`src/rtl/rf_wb_arbiter.sv`:
```
// rf_wb_arbiter: shares the register file's single write port between the
// ALU writeback path and the LSU load-data path. The grant is combinational
// and the write-port drive is registered, so the write lands one cycle after
// the grant. Writes to x0 are granted but never reach the file.
//
// Build option: define RF_WB_RR_EN to resolve conflicts round-robin. Leave it
// undefined for fixed LSU priority with a MAX_WAIT starvation guard for the ALU.
module rf_wb_arbiter #(
    parameter int MAX_WAIT = 4
) (
    input  logic        clk_i,
    input  logic        reset_i,
    input  logic        alu_valid_i,
    input  logic [4:0]  alu_addr_i,
    input  logic [31:0] alu_data_i,
    output logic        alu_ready_o,
    input  logic        lsu_valid_i,
    input  logic [4:0]  lsu_addr_i,
    input  logic [31:0] lsu_data_i,
    output logic        lsu_ready_o,
    output logic        rf_we_o,
    output logic [4:0]  rf_addr_o,
    output logic [31:0] rf_wd_o
);

    logic        alu_grant;
    logic        lsu_grant;
    logic        alu_wins_conflict;

    logic        rf_we_q,   rf_we_d;
    logic [4:0]  rf_addr_q, rf_addr_d;
    logic [31:0] rf_wd_q,   rf_wd_d;

`ifdef RF_WB_RR_EN
    // 1 when the ALU received the most recent grant.
    logic        last_alu_q, last_alu_d;
`else
    localparam logic [3:0] MaxWait = 4'(MAX_WAIT);
    // Consecutive cycles the ALU has been requesting without a grant.
    logic [3:0]  wait_cnt_q, wait_cnt_d;
`endif

    // Decide who takes a conflict cycle under the selected policy.
    always_comb begin
`ifdef RF_WB_RR_EN
        alu_wins_conflict = ~last_alu_q;
`else
        alu_wins_conflict = (wait_cnt_q == MaxWait);
`endif
    end

    // Grant selection; nothing is granted while reset is held.
    always_comb begin
        alu_grant = 1'b0;
        lsu_grant = 1'b0;
        if (!reset_i) begin
            if (alu_valid_i && lsu_valid_i) begin
                alu_grant = alu_wins_conflict;
                lsu_grant = ~alu_wins_conflict;
            end else begin
                alu_grant = alu_valid_i;
                lsu_grant = lsu_valid_i;
            end
        end
    end

    assign alu_ready_o = alu_grant;
    assign lsu_ready_o = lsu_grant;

    // Next-state for the write-port register and the arbitration state.
    always_comb begin
        rf_we_d   = 1'b0;
        rf_addr_d = rf_addr_q;
        rf_wd_d   = rf_wd_q;
        if (alu_grant) begin
            rf_we_d   = (alu_addr_i != 5'd0);
            rf_addr_d = alu_addr_i;
            rf_wd_d   = alu_data_i;
        end else if (lsu_grant) begin
            rf_we_d   = (lsu_addr_i != 5'd0);
            rf_addr_d = lsu_addr_i;
            rf_wd_d   = lsu_data_i;
        end

`ifdef RF_WB_RR_EN
        last_alu_d = last_alu_q;
        if (alu_grant) begin
            last_alu_d = 1'b1;
        end else if (lsu_grant) begin
            last_alu_d = 1'b0;
        end
`else
        wait_cnt_d = wait_cnt_q;
        if (!alu_valid_i || alu_grant) begin
            wait_cnt_d = 4'd0;
        end else if (wait_cnt_q != MaxWait) begin
            wait_cnt_d = wait_cnt_q + 4'd1;
        end
`endif
    end

    // State registers; reset clears the port drive and arbitration history.
    always_ff @(posedge clk_i) begin
        if (reset_i) begin
            rf_we_q    <= 1'b0;
            rf_addr_q  <= 5'd0;
            rf_wd_q    <= 32'd0;
`ifdef RF_WB_RR_EN
            last_alu_q <= 1'b0;
`else
            wait_cnt_q <= 4'd0;
`endif
        end else begin
            rf_we_q    <= rf_we_d;
            rf_addr_q  <= rf_addr_d;
            rf_wd_q    <= rf_wd_d;
`ifdef RF_WB_RR_EN
            last_alu_q <= last_alu_d;
`else
            wait_cnt_q <= wait_cnt_d;
`endif
        end
    end

    // A write still sitting in the output register when reset rises must not
    // reach the file at that same edge, so the enable is masked by reset.
    assign rf_we_o   = rf_we_q & ~reset_i;
    assign rf_addr_o = rf_addr_q;
    assign rf_wd_o   = rf_wd_q;

endmodule

```
`config.mk`:
```
export PLATFORM = sky130hd
export DESIGN_NAME = rf_wb_arbiter
export DESIGN_NICKNAME = d
export VERILOG_FILES = /design/src/rtl/rf_wb_arbiter.sv
export SDC_FILE = /design/constraint.sdc
export NUM_CORES = 1
export LEC_CHECK = 0
export CAP_MARGIN = 20
export CORE_MARGIN = 1
export CORE_UTILIZATION = 35
export CTS_CLUSTER_DIAMETER = 50
export DETAILED_ROUTE_END_ITERATION = 10
export PLACE_DENSITY = 0.7
export SLEW_MARGIN = 20
export SYNTH_ARGS = -nofsm -noshare
export SYNTH_HDL_FRONTEND = slang
export SYNTH_SLANG_ARGS = --single-unit
```
`constraint.sdc`:
```
create_clock -name clk_i -period 1.6 [get_ports clk_i]
set_input_delay 0.4 -clock clk_i [delete_from_list [all_inputs] [get_ports clk_i]]
set_output_delay 0.4 -clock clk_i [all_outputs]
set_load 0.03 [all_outputs]
```
==> results.cfg, run 1 <==
[synthesis]
synthXorXnorAreaFrac_pct = 0.617
synth_top_family_by_area = simple AND/OR/NAND/NOR gates
yosys.area.top_type = dfxtp_1
synth-seq-cells = 42
yosysMostFrequentCell = nor3_1
synth_fa_ha_area_share_pct = 0.881
yosysWarnings = 0
synth_fp_nets = 407
synth-edff-count = 0
syn_area_um2 = 2840
syn_inst = 327
yosys-top-cells-area = dfxtp_1 30%, nor4b_2 16%, nor3_1 13%, mux2i_1 12%, o21ai_0 12%
yosysTopAreaCellShare_pct = 29.6
avgSynthCellArea_um2 = 8.69
ys.flop_type = dfxtp_1
async_reset_ff_share_pct = 0
synth_mux_area_share_pct = 13.1
ys_seq_area_share_pct = 29.6
yosysUniqueCellTypes = 28
yosys.area_share.simple_pct = 34.0
synth_compound_area_share_pct = 14.0
synthTopCellsByCount = 75 x nor3_1, 70 x o21ai_0, 42 x dfxtp_1

[pwr]
netSwitchingFraction_pct = 31.9
vdd_drop_max_mv = 0.337
p_switching_mw = 0.881
cellPowerDensity_nw_per_um2 = 593
clock_power_share_pct = 24.0
p_leak_nw = 1.75
power.internal_mw = 1.88
power.share.sequential_pct = 41.9
combPwrFrac_pct = 34.1

[sta]
drv_slew = 0
slew-limit-headroom_pct = 55.3
period_share_pct = 109
fin_hold_ws_ps = 511
finalHoldViolations = 0
clock_skew_ps = 7.67
worst_slack_ps = -136
setup_viol = 3
min_period_ps = 1740
tightest_slew_ps = 670
rsz0062_at_grt = yes
max_freq_mhz = 576

[routing]
vias = 3050
first_pass_iters = 4
viasPerCell = 5.58
drt_iter0_drc = 128
antenna_left = 0
wl_per_cell_um = 16.6
wirelength_um = 9110
drc = 0

[clock_tree]
cts_tree = yes
hold_buffers = 0
tritoncts.num_buffers = 5
numClockSinks = 42
clkTransAtPathRegs_ps = 80
htreeDepth = 2
root_buffer = clkbuf_8
insertion_delay_ps = 300
clockBufferDepth = 2

[die]
ioPinCount = 118
initial_utilization_pct = 36.4
dieArea_um2 = 8480
rows = 32
die_x_um = 92.1
die_h_um = 92.1
coreArea_um2 = 7810

[final_layout]
syn2layout_area_growth_pct = 63.7
finalInstanceArea_um2 = 4650
drive_above_1_share_pct = 26.6
fin_util_pct = 59.6
nets = 524
multiInputGateArea_um2 = 2120
fill_cells = 694
seqCellArea_um2 = 843

[critical_path]
cp.arrival_ps = 1340
crit_type = flip-flop to primary output
crit_path_max_fanout = 2
cp-end-kind = primary output
worstSetupStartpointType = flip-flop
required_ps = 1200

[placement]
dp_slack_ps = -169
gp_congestion = 0.751
dpl_cell_area_um2 = 4150
numPortBuffers = 117
dpl.hpwl_um = 6190

[global_route]
grt_use_met3_pct = 4.48
grtUsageMet2_pct = 35.1
met1_usage_pct = 26.7
grt_pass1_vias = 2901
grt_pass1_wl_um = 14200
grt_max_degree = 37
overflow = 0
grt.busiest_layer = met2
gr-usage-all-layers_pct = 20.7
antenna_found_initial = 0

[min_path]
hp-class = primary input to flip-flop

[run_status]
violations = negative setup slack
status = finished with violations

[job]
drv_cap = 0
metal layers:
| metal | wire, µm | up-vias |
|---|---|---|
| li1 | - | 1466 |
| met2 | 4550 | 100 |
| met4 | 114 | 0 |
| met5 | 0 | - |
| met3 | 595 | 12 |
| met1 | 3850 | 1472 |
worst max-delay path, cell delays in order (launching register included):
cell and delay, ps:
dfxtp_2 340, inv_2 40, ha_4 150, and3b_2 240, a21oi_4 130, buf_6 140
placed cells by master (no fill, tap or decap), types with 2 or more instances in the layout:
| cell type | netlist | routed |
|---|---|---|
| a21oi_4 | 0 | 2 |
| clkbuf_8 | 0 | 5 |
| inv_1 | 4 | 2 |
| dlygate4sd2_1 | 0 | 37 |
| buf_12 | 0 | 6 |
| inv_2 | 0 | 2 |
| nor4b_2 | 30 | 30 |
| clkdlybuf4s50_1 | 0 | 74 |
| clkbuf_1 | 16 | 2 |
| nor4_1 | 2 | 2 |
| nor3_4 | 0 | 21 |
| nor4b_1 | 5 | 5 |
| dfxtp_1 | 42 | 40 |
| dfxtp_2 | 0 | 2 |
| o21ai_0 | 70 | 70 |
| mux2_2 | 2 | 2 |
| o22ai_1 | 2 | 2 |
| buf_8 | 0 | 2 |
| buf_2 | 12 | 2 |
| clkbuf_16 | 0 | 2 |
| buf_4 | 4 | 21 |
| nor3_2 | 0 | 12 |
| nor2_1 | 5 | 4 |
| nor3_1 | 75 | 42 |
| nand2b_2 | 0 | 2 |
| buf_6 | 5 | 3 |
| mux2i_1 | 35 | 35 |
logic make-up (layout without fill, tap and decap cells):
kind of cell	after synthesis	in the layout
and+or+nand+nor	126	126
AOI/OAI and AO/OA	77	77
DFF	42	42
buffers and inverters	41	158
muxes	37	37
adders and majority gates	2	2
xor gates and xnor gates	2	2
other	0	1
flip-flops by register name (all words and copies together) (netlist names):
name        flops
rf_wd_o        32
rf_we_q         1
rf_addr_o       5
wait_cnt_q      4
what timing repair did:
action / 4_1_cts / 5_1_grt
pin swaps: 3 / 19
hold endpoints to repair: 0 / 0
endpoints found under the setup margin: 43 / 27
cloned: 0 / 2
setup buffers: 4 / 1
resized for setup: 44 / 69
path summary, 6_finish.rpt:
path / start / endpoint / slack, ps / cells past startpoint
setup / recovery: wait_cnt_q[0] / lsu_ready_o / -140 / 5
hold / removal: reset_i / rf_wd_o[5] / 510 / 3
setup reg to reg: wait_cnt_q[0] / rf_wd_o[8] / -80 / 8
hold reg to reg: wait_cnt_q[0] / wait_cnt_q[0] / 520 / 2
power by group through the flow:
stage | clock [mW] | combinational, mW | sequential, mW
2_1_floorplan | 0 | 0.340 | 1.32
3_3_place_gp | 0 | 0.907 | 1.18
3_5_place_dp | 0 | 0.924 | 1.18
4_1_cts | 0.697 | 0.886 | 1.15
5_1_grt | 0.740 | 1.00 | 1.16
6_report | 0.663 | 0.941 | 1.15
final cells by class:
| cell class | instances | share of cell area, % |
|---|---|---|
| tap | 102 | 2.74 |
| sequential | 42 | 18.1 |
| multi-input combinational | 244 | 45.6 |
| antenna | 1 | 0.0538 |
| timing repair buffer | 147 | 31.5 |
| clock buffer | 7 | 1.64 |
| inverter | 4 | 0.323 |
through the flow:
stage / TNS [ps] / instances / power, mW
after floorplan: -34.9 / 327 / 1.66
after global placement: -147 / 532 / 2.09
after detailed placement: -169 / 532 / 2.11
after CTS: -298 / 543 / 2.74
after global routing: -1110 / 546 / 2.91
final: -296 / 547 / 2.76
Note: power is estimated with default switching activity, not from simulation.
==> inputs of run 2 (changes only) <==
Settings changed: CORE_UTILIZATION 35 to 39, PLACE_DENSITY 0.7 to 0.77.
Clock period 1.6 ns to 1.55 ns, I/O delays scaled along.
==> results.cfg, run 2 (synthesis gave the netlist of run 1 again) <==
[critical_path]
crit_type = flip-flop to primary output
cp.arrival_ps = 1310
required_ps = 1160
crit_path_max_fanout = 2
path_cells = inv_2 -> ha_4 -> and3b_2 -> a21oi_4 -> buf_6
cp-end-kind = primary output
cpPeakStageDelay_ps = 340
worstSetupStartpointType = flip-flop
cp_slowest_cell = dfxtp_2

[clock_tree]
cts_tree = yes
htreeDepth = 2
clockBufferDepth = 2
root_buffer = clkbuf_8
hold_buffers = 0
insertion_delay_ps = 290
tritoncts.num_buffers = 5
clkTransAtPathRegs_ps = 80
numClockSinks = 42

[sta]
clock_skew_ps = 12.5
min_period_ps = 1700
slew-limit-headroom_pct = 66.8
drv_slew = 0
max_freq_mhz = 589
setup_viol = 2
finalSetupTns_ps = -234
finalHoldViolations = 0
worst_slack_ps = -147
period_share_pct = 110
tightest_slew_ps = 498
rsz0062_at_grt = yes

[die]
rows = 30
coreArea_um2 = 6910
die_x_um = 87.3
ioPinCount = 118
dieArea_um2 = 7630
die_h_um = 87.3
initial_utilization_pct = 41.1

[run_status]
status = finished with violations
violations = negative setup slack

[final_layout]
final_cell_mix = 74 x clkdlybuf4s50_1, 70 x o21ai_0, 40 x nor3_1, 40 x dfxtp_1, 37 x dlygate4sd2_1
final_cells = 540
drive_above_1_share_pct = 27.5
n_antenna_cell = 0
nets = 525
syn2layout_area_growth_pct = 59.0
final_common_cell = clkdlybuf4s50_1
largest_reg_flops = 32
finalInstanceArea_um2 = 4520

[global_route]
antenna_found_initial = 0
grt_use_met3_pct = 3.70
grt_pass1_wl_um = 14200
met1_usage_pct = 27.2
gr-usage-all-layers_pct = 23.3
grt.busiest_layer = met2
grt_pass1_vias = 3154
grtUsageMet2_pct = 43.1
grt_max_degree = 35
overflow = 0

[routing]
wirelength_um = 8880
wl_per_cell_um = 16.4
vias = 3056
drt_iter0_drc = 114
antenna_left = 0
first_pass_iters = 4
drc = 0
viasPerCell = 5.66

[placement]
dpl_cell_area_um2 = 4180
place_inst = 529
dpl.hpwl_um = 5990
gp_congestion = 0.775
numPortBuffers = 117

[job]
drv_cap = 0

[pwr]
cellPowerDensity_nw_per_um2 = 632
total_power_mw = 2.85
vdd_drop_max_mv = 0.315
p_leak_nw = 1.77

[min_path]
hp-class = flip-flop to flip-flop
-- run 2: cell types whose count changed in the layout (fill, tap and decap cells not counted), sizes merged --
cell    change
buf         +2
diode       -1
clkbuf      -2
-- run 2: worst max-delay path, delay by kind of cell (launching register included) --
family | cells | cell delay, ps
DFF | 1 | 340
buffers and inverters | 2 | 200
AOI/OAI and AO/OA | 1 | 120
adders and majority gates | 1 | 150
and+or+nand+nor | 1 | 220
-- run 2: per-stage QoR --
| step | util (%) | setup WS, ps | hold WS, ps |
|---|---|---|---|
| 2_1_floorplan | - | -2.95 | 404 |
| 3_3_place_gp | 60.6 | -206 | 488 |
| 3_5_place_dp | 60.6 | -288 | 492 |
| 4_1_cts | 61.8 | -162 | 508 |
| 5_1_grt | 65.4 | -194 | 518 |
| 6_report | 65.4 | -147 | 515 |
-- run 2: layer usage --
layer | part of all wire [%] | up-vias
met4 | 0.74 | 0
met5 | 0 | -
li1 | - | 1468
met2 | 50 | 103
met1 | 44 | 1480
met3 | 5.1 | 5
-- run 2: report_power, final --
group | leakage, nW | internal (mW) | total (mW) | switching, mW
logic | 1.38 | 0.466 | 0.947 | 0.481
clock network | 0.0431 | 0.344 | 0.716 | 0.372
registers | 0.349 | 1.15 | 1.19 | 0.0354
total | 1.77 | 1.96 | 2.85 | 0.888
-- run 2: final cells by class --
class / instances / area [µm²]
well taps: 96 / 120
clock buffers: 6 / 82.6
fillers: 603 / 2390
inverters: 4 / 15.0
flip-flops and latches: 42 / 843
multi-input cells: 244 / 2010
repair buffers: 148 / 1450
-- run 2: worst paths after layout --
kind / startpoint / slack, ps / cells past startpoint / endpoint
worst max-delay path: wait_cnt_q[1] / -150 / 5 / lsu_ready_o
worst min-delay path: wait_cnt_q[0] / 520 / 2 / wait_cnt_q[0]
worst max register to register: wait_cnt_q[1] / 10 / 7 / rf_wd_o[4]
worst min register to register: wait_cnt_q[0] / 520 / 2 / wait_cnt_q[0]
-- run 2: timing repair --
action	CTS	global route
pin swaps	2	1
gates cloned	0	1
endpoints found under the hold margin	0	0
resized for setup	45	44
setup buffers	3	2
endpoints found under the setup margin	54	36
